<file path="src/rtl/search_pkg.sv">
`default_nettype none
// ============================================================================
// Module   : search_pkg
// Purpose  : Shared types and sizing helpers for the tap-search array
//            controller: FSM state encoding and coefficient/id width helpers.
// Ports    : none (package)
// Revision : 1.0 - initial release
// ============================================================================
package search_pkg;

  localparam int BYTE_W = 8;

  // Run/stop controller states, explicitly encoded on two bits.
  typedef enum logic [1:0] {
    ST_IDLE  = 2'd0,
    ST_RUN   = 2'd1,
    ST_DRAIN = 2'd2
  } state_e;

  // Coefficient word width: one byte per tap.
  function automatic int coef_w(input int taps);
    return taps * BYTE_W;
  endfunction

  // Engine index width, never narrower than one bit.
  function automatic int id_w(input int n);
    return (n > 1) ? $clog2(n) : 1;
  endfunction

endpackage
`default_nettype wire

</file>
<file path="src/rtl/search_result_fifo.sv">
`default_nettype none
// ============================================================================
// Module   : search_result_fifo
// Purpose  : Synchronous FIFO holding captured {id, coefficient} results.
//            full/empty are registered; a push is refused while full even if
//            a pop happens in the same cycle.
// Ports    : clk, rst_n          clock, async active-low reset
//            push, push_data     write request and entry
//            pop                 read request (ignored while empty)
//            head_data           entry at the head of the queue
//            full, empty         registered status flags
// Revision : 1.0 - initial release
// ============================================================================
module search_result_fifo
  import search_pkg::*;
#(
  parameter int WIDTH = 8,
  parameter int DEPTH = 8
) (
  input  logic             clk,
  input  logic             rst_n,
  input  logic             push,
  input  logic [WIDTH-1:0] push_data,
  input  logic             pop,
  output logic [WIDTH-1:0] head_data,
  output logic             full,
  output logic             empty
);

  localparam int AW = $clog2(DEPTH);
  localparam int CW = AW + 1;

  logic [WIDTH-1:0] mem_q [DEPTH];
  logic [AW-1:0]    wr_ptr_q, wr_ptr_d;
  logic [AW-1:0]    rd_ptr_q, rd_ptr_d;
  logic [CW-1:0]    count_q, count_d;
  logic             full_q, full_d;
  logic             empty_q, empty_d;
  logic             do_push, do_pop;

  assign do_push = push & ~full_q;
  assign do_pop  = pop & ~empty_q;

  // Pointers wrap naturally because DEPTH is a power of two.
  always_comb begin
    wr_ptr_d = wr_ptr_q + AW'(do_push);
    rd_ptr_d = rd_ptr_q + AW'(do_pop);
    count_d  = count_q + CW'(do_push) - CW'(do_pop);
    full_d   = (count_d == CW'(DEPTH));
    empty_d  = (count_d == '0);
  end

  always_ff @(posedge clk or negedge rst_n) begin
    if (!rst_n) begin
      wr_ptr_q <= '0;
      rd_ptr_q <= '0;
      count_q  <= '0;
      full_q   <= 1'b0;
      empty_q  <= 1'b1;
    end else begin
      wr_ptr_q <= wr_ptr_d;
      rd_ptr_q <= rd_ptr_d;
      count_q  <= count_d;
      full_q   <= full_d;
      empty_q  <= empty_d;
    end
  end

  // Storage needs no reset: the pointers define which entries are live.
  always_ff @(posedge clk) begin
    if (do_push) begin
      mem_q[wr_ptr_q] <= push_data;
    end
  end

  assign head_data = mem_q[rd_ptr_q];
  assign full      = full_q;
  assign empty     = empty_q;

endmodule
`default_nettype wire

</file>
<file path="src/rtl/search_array_ctrl.sv">
`default_nettype none
// ============================================================================
// Module   : search_array_ctrl
// Purpose  : Run/stop control and round-robin result collection for an array
//            of tap-search engines; results are queued for a serial link.
// Ports    : clk, rst_n      clock, async active-low reset
//            start_n         raw start/stop button (active low, async)
//            enable_mask     per-engine participation
//            mod_start       run level to each engine
//            mod_found       per-engine result-available flags
//            mod_co_buf      packed per-engine coefficient words
//            mod_res         one-cycle acknowledge to the granted engine
//            out_valid/out_ready/out_id/out_data  result stream (FIFO head)
//            fifo_full       result FIFO full, arbitration stalled
//            found_smth      sticky result flag since last run start
//            found_cnt       saturating result count since last run start
// Revision : 1.0 - initial release
// ============================================================================
module search_array_ctrl
  import search_pkg::*;
#(
  parameter  int NUM_OF_TAPS    = 6,
  parameter  int NUM_OF_MODULES = 20,
  parameter  int FIFO_DEPTH     = 8,
  parameter  int CNT_W          = 16,
  localparam int COEF_W         = coef_w(NUM_OF_TAPS),
  localparam int ID_W           = id_w(NUM_OF_MODULES)
) (
  input  logic                             clk,
  input  logic                             rst_n,
  input  logic                             start_n,
  input  logic [NUM_OF_MODULES-1:0]        enable_mask,
  output logic [NUM_OF_MODULES-1:0]        mod_start,
  input  logic [NUM_OF_MODULES-1:0]        mod_found,
  input  logic [NUM_OF_MODULES*COEF_W-1:0] mod_co_buf,
  output logic [NUM_OF_MODULES-1:0]        mod_res,
  output logic                             out_valid,
  input  logic                             out_ready,
  output logic [ID_W-1:0]                  out_id,
  output logic [COEF_W-1:0]                out_data,
  output logic                             fifo_full,
  output logic                             found_smth,
  output logic [CNT_W-1:0]                 found_cnt
);

  localparam int NM = NUM_OF_MODULES;

  typedef struct packed {
    logic [ID_W-1:0]   id;
    logic [COEF_W-1:0] coef;
  } result_t;

  // ---------------- start button synchroniser and press detect -------------
  logic sync1_q, sync2_q, sync3_q;
  logic press;

  always_ff @(posedge clk or negedge rst_n) begin
    if (!rst_n) begin
      sync1_q <= 1'b1;
      sync2_q <= 1'b1;
      sync3_q <= 1'b1;
    end else begin
      sync1_q <= start_n;
      sync2_q <= sync1_q;
      sync3_q <= sync2_q;
    end
  end

  // Falling edge of the synchronised button: a held button is one press.
  assign press = sync3_q & ~sync2_q;

  // ---------------- FSM ------------------------------------------------------
  state_e               state_q, state_d;
  logic [NM-1:0]        mod_start_q, mod_start_d;
  logic                 run_clear;

  always_ff @(posedge clk or negedge rst_n) begin
    if (!rst_n) begin
      state_q <= ST_IDLE;
    end else begin
      state_q <= state_d;
    end
  end

  always_comb begin
    state_d = state_q;
    case (state_q)
      ST_IDLE:  if (press) state_d = ST_RUN;
      ST_RUN:   if (press) state_d = ST_DRAIN;
      ST_DRAIN: if ((mod_found & enable_mask) == '0) state_d = ST_IDLE;
      default:  state_d = ST_IDLE;
    endcase
  end

  // Registered from the next state so engines start one cycle after press
  // and a cleared enable bit drops the engine on the following cycle.
  always_comb begin
    mod_start_d = (state_d == ST_RUN) ? enable_mask : '0;
    run_clear   = (state_q == ST_IDLE) && press;
  end

  // ---------------- round-robin arbiter --------------------------------------
  logic [NM-1:0]     mod_res_q, mod_res_d;
  logic [NM-1:0]     pending;
  logic [2*NM-1:0]   masked;
  logic [ID_W:0]     hit_idx;
  logic [ID_W-1:0]   grant_id;
  logic [ID_W-1:0]   rr_ptr_q, rr_ptr_d;
  logic              arb_en;
  logic              fifo_empty;
  result_t           push_entry, head_entry;

  // An engine acknowledged last cycle may still show found; mask it.
  assign pending = mod_found & enable_mask & ~mod_res_q;
  assign arb_en  = (state_q != ST_IDLE) && !fifo_full && (pending != '0);

  // Doubled request vector with bits below rr_ptr cleared: the lowest
  // remaining set bit is the first requester at or after rr_ptr, wrapping.
  always_comb begin
    masked  = {pending, pending} & ({(2*NM){1'b1}} << rr_ptr_q);
    hit_idx = '0;
    for (int i = 2*NM-1; i >= 0; i--) begin
      if (masked[i]) hit_idx = (ID_W+1)'(i);
    end
    if (hit_idx >= (ID_W+1)'(NM)) begin
      grant_id = ID_W'(hit_idx - (ID_W+1)'(NM));
    end else begin
      grant_id = ID_W'(hit_idx);
    end
  end

  always_comb begin
    rr_ptr_d  = rr_ptr_q;
    mod_res_d = '0;
    if (arb_en) begin
      rr_ptr_d  = (grant_id == ID_W'(NM-1)) ? '0 : grant_id + 1'b1;
      mod_res_d = NM'(1) << grant_id;
    end
  end

  // ---------------- result counter and sticky flag ---------------------------
  logic [CNT_W-1:0] found_cnt_q, found_cnt_d;
  logic             found_smth_q, found_smth_d;

  always_comb begin
    found_cnt_d  = found_cnt_q;
    found_smth_d = found_smth_q;
    if (run_clear) begin
      found_cnt_d  = '0;
      found_smth_d = 1'b0;
    end else if (arb_en) begin
      found_smth_d = 1'b1;
      if (found_cnt_q != '1) found_cnt_d = found_cnt_q + 1'b1;
    end
  end

  always_ff @(posedge clk or negedge rst_n) begin
    if (!rst_n) begin
      mod_start_q  <= '0;
      mod_res_q    <= '0;
      rr_ptr_q     <= '0;
      found_cnt_q  <= '0;
      found_smth_q <= 1'b0;
    end else begin
      mod_start_q  <= mod_start_d;
      mod_res_q    <= mod_res_d;
      rr_ptr_q     <= rr_ptr_d;
      found_cnt_q  <= found_cnt_d;
      found_smth_q <= found_smth_d;
    end
  end

  // ---------------- result FIFO ----------------------------------------------
  always_comb begin
    push_entry.id   = grant_id;
    push_entry.coef = mod_co_buf[int'(grant_id)*COEF_W +: COEF_W];
  end

  search_result_fifo #(
    .WIDTH (ID_W + COEF_W),
    .DEPTH (FIFO_DEPTH)
  ) u_fifo (
    .clk       (clk),
    .rst_n     (rst_n),
    .push      (arb_en),
    .push_data (push_entry),
    .pop       (out_ready),
    .head_data (head_entry),
    .full      (fifo_full),
    .empty     (fifo_empty)
  );

  assign out_valid  = ~fifo_empty;
  assign out_id     = head_entry.id;
  assign out_data   = head_entry.coef;
  assign mod_start  = mod_start_q;
  assign mod_res    = mod_res_q;
  assign found_cnt  = found_cnt_q;
  assign found_smth = found_smth_q;

endmodule
`default_nettype wire
</file>
<file path="config.mk">
export PLATFORM = sky130hd
export DESIGN_NAME = search_array_ctrl
export DESIGN_NICKNAME = d
export VERILOG_FILES = /design/src/rtl/search_pkg.sv /design/src/rtl/search_result_fifo.sv /design/src/rtl/search_array_ctrl.sv
export SDC_FILE = /design/constraint.sdc
export NUM_CORES = 1
export LEC_CHECK = 0
export BUFFER_PORTS_ARGS = -buffer_cell sky130_fd_sc_hd__buf_2
export CAP_MARGIN = 15
export CORE_AREA = 2 2 441 443
export CTS_CLUSTER_SIZE = 25
export DETAILED_ROUTE_END_ITERATION = 16
export DIE_AREA = 0 0 443 445
export GPL_TIMING_DRIVEN = 0
export PLACE_DENSITY_LB_ADDON = 0.25
export SLEW_MARGIN = 30
export SYNTH_ARGS = -nofsm -noshare
export SYNTH_HDL_FRONTEND = slang
export SYNTH_HIERARCHICAL = 1
export SYNTH_SLANG_ARGS = --single-unit
</file>
<file path="constraint.sdc">
create_clock -name clk -period 13.8 [get_ports clk]
set_clock_uncertainty 0.1 [all_clocks]
set_input_delay 1.38 -clock clk [delete_from_list [all_inputs] [get_ports clk]]
set_output_delay 1.38 -clock clk [all_outputs]
set_load 0.1 [all_outputs]
</file>
==> flow_metrics.tcl <==
set metrics [dict create \
    drv_cap 0 \
    tritoncts "done" \
    yosys.area_share.adder 0.00655 \
    max_freq_ghz 0.103 \
    hold_depth 0 \
    cts_buffer_depth 3 \
    async_reset_ff_frac 0.157 \
    tns_ns 0 \
    final_nets 4719 \
    synth-xor-area-share 0.00554 \
    synth_area_per_cell_um2 12.1 \
    rr_endpoint "u_fifo/mem_q[3][29]" \
    end_kind "flop" \
    grt_usage 0.221 \
    viasPerCell 4.53 \
    die_x_um 443 \
    routabilityCongestion 0.971 \
    hold_start "sync1_q" \
    wl_mm 227 \
    required_ns 14.05 \
    reg2reg_depth 25 \
    final_core_util 0.217 \
    postCtsSetupBuffers 0 \
    crit_buf_inv 11 \
    dr.pass1.iters 6 \
    synthFlopType "edfxtp_1" \
    synthTopCellsByCount "edfxtp_1, nand2_1, mux2i_1, clkbuf_1, mux4_2" \
    vias 28606 \
    cp-start-kind "input pin" \
    wl_per_cell_um 35.9 \
    grt_pass1_wl_mm 286 \
    arrival_ns 9.94 \
    ctsHoldBuffers 0 \
    min_to "sync2_q" \
    die_y_um 445 \
    fill_cells 21031 \
    synth_nets 3489 \
    rsz0062_at_grt "no" \
    seq_area_mm2 0.0147 \
    worst_pin_slew_ns 1.14 \
    setup_viol 0 \
    hold_path.class "reg -> reg" \
    io_buffers 1115 \
    yosysTopAreaCell "edfxtp_1" \
    synth_seq_cells 503 \
    yosys.area_share.simple 0.118 \
    crit_top_cell "buf_2" \
    clockRootBuffer "clkbuf_16" \
    crit_fanout 11 \
    ant_nets 0 \
    synth_top_cells_by_area "edfxtp_1, mux2i_1, mux4_2" \
    reg2reg_from "rr_ptr_q[3]" \
    cp_top_family "buffers and inverters" \
    synth.cell_area_mm2 0.0298 \
    hold_viol 0 \
    num_rows 161 \
    io_pins 1116 \
    dp.cells 6166 \
    cts.sinks 503 \
    rrSetupSlack_ns 4.34 \
    start_util 0.155 \
    antenna_found_initial 115 \
    status "complete, no violations" \
    fin_crit_sh 0.703 \
    cts-buffers-inserted 57 \
    area_growth_pct 39.8 \
    syn_inst 2470 \
    core_mm2 0.192 \
    cts.htree.levels 2 \
    grt_overflow 0 \
    ys_warn_count 6 \
    synth_cell_types 81 \
    crit_path_top_delay_cell "mux2i_1" \
    clock_latency_ns 0.66 \
    multi_input_area_mm2 0.0141 \
    slew_violations 0 \
    synth.top_cell.area_share 0.427 \
    drive_gt1_frac 0.428 \
    synth_top_family_by_area "multiplexers" \
    slowest_delay_ns 0.94 \
    muxShareOfSynthArea 0.183 \
    synth_compound_area_frac 0.154 \
    synth_edf_count 424 \
    dp_hpwl_mm 195 \
    layout.cells.non_filler 6311 \
    drcViolationCount 0 \
    ctsResizeCount 0 \
    drt_iter0_markers 3059 \
    ys_seq_area_frac 0.494 \
    grt_max_degree 43 \
    criticalPathCategory "in -> reg" \
    grt_pass1_vias 28225 \
    clkTransAtPathRegs_ns 0.06 \
    slew_headroom 0.220 \
    min_period_ns 9.70 \
    dieArea_mm2 0.197 \
]
through the flow:
step | setup slack (ns) | area (um2) | hold WS, ns
floorplan | 6.39 | 29800 | 0.245
CTS | 4.01 | 41500 | 0.261
global route | 4.11 | 41600 | 0.267
finish | 4.10 | 41700 | 0.262
detailed placement | 3.31 | 39700 | 0.253
global placement | -0.263 | 38500 | 0.246
state kept, by name (all words and copies together), names as in the netlist, 2 cells and up:
register,flops
u_fifo/count_q,4
u_fifo/wr_ptr_q,3
found_cnt,16
mod_res,20
state_q,2
u_fifo/mem_q,424
u_fifo/rd_ptr_q,3
mod_start,20
rr_ptr_q,5
worst register-to-register path, stage by stage (launching register included):
cell      delay (ns)
dfrtp_1         0.32
buf_2           0.22
nand4_1         0.21
a41oi_1         0.68
o21a_1          0.23
and4_1          0.17
a211o_1         0.09
and2_1          0.12
buf_4           0.13
nor2_4          0.04
inv_2           0.12
buf_6           0.29
buf_6           0.50
buf_6           0.39
clkbuf_1        0.63
ha_1            0.48
a21boi_0        0.15
a211o_1         0.30
buf_2           0.19
xnor2_4         0.45
buf_16          0.21
buf_2           0.70
buf_2           0.69
mux2i_1         0.96
o22ai_1         0.19
or4_1           0.62
metal layers:
layer / routed length (um) / up-vias / global-route usage
met5: 249 / - / 0
met4: 5740 / 38 / 0.0528
met1: 96500 / 14664 / 0.290
met2: 111000 / 1381 / 0.376
li1: - / 12257 / -
met3: 13800 / 266 / 0.0359
final cells by class:
class,instances,share of cell area
diodes,41,0.00246
repair buffers,1171,0.158
plain buffers,222,0.0269
clock inverters,31,0.00787
flip-flops and latches,503,0.353
inverters,19,0.00171
multi-input cells,1726,0.338
clock buffers,72,0.0361
well taps,2526,0.0758
worst max path at each step:
stage / startpoint / end / slack (ns) / cells after the start
after floorplan: enable_mask[14] / u_fifo/mem_q[1][0] / 6.39 / 8
after global placement: enable_mask[1] / u_fifo/mem_q[0][21] / -0.26 / 9
after detailed placement: mod_found[19] / u_fifo/mem_q[5][31] / 3.31 / 25
after CTS: mod_found[19] / u_fifo/mem_q[5][31] / 4.01 / 25
after global routing: mod_found[19] / u_fifo/mem_q[4][29] / 4.11 / 25
final: mod_found[19] / u_fifo/mem_q[3][29] / 4.10 / 25
cells in the final DEF (no fill, tap or decap), types with 10 or more instances in the layout:
cell / n
ha_1: 14
dfrtp_1: 75
clkbuf_1: 115
a211oi_1: 50
nand2_1: 424
a2bb2oi_1: 53
or3_1: 13
nor2_1: 35
buf_6: 22
buf_4: 28
a2bb2oi_2: 46
xnor2_1: 10
buf_2: 1180
buf_16: 26
o22ai_1: 98
a22oi_1: 13
a21oi_1: 34
or4_1: 48
nand3_1: 13
clkinv_2: 11
mux2_2: 54
diode_2: 41
and3b_1: 21
and3_1: 14
and2_1: 79
clkinv_1: 10
mux4_2: 106
mux2i_1: 236
edfxtp_1: 424
a32o_1: 49
clkbuf_16: 57
a311oi_1: 47
o21ai_0: 20
inv_1: 17
nand4_1: 11
o211ai_1: 95
clkbuf_2: 19
nand3b_1: 19
cells by family (layout without fill, tap and decap cells):
group                    after synthesis  count (layout)
multiplexers                         406             406
flip-flops                           503             503
AND/OR/NAND/NOR                      722             722
AO/OA/AOI/OAI                        565             565
adder cells (fa/ha/maj)               15              15
other                                  0              41
buffers and inverters                241            1515
XOR/XNOR                              18              18
Power is not shown: default switching activity piles up to over one toggle a cycle in this logic, so the estimate is an artifact.
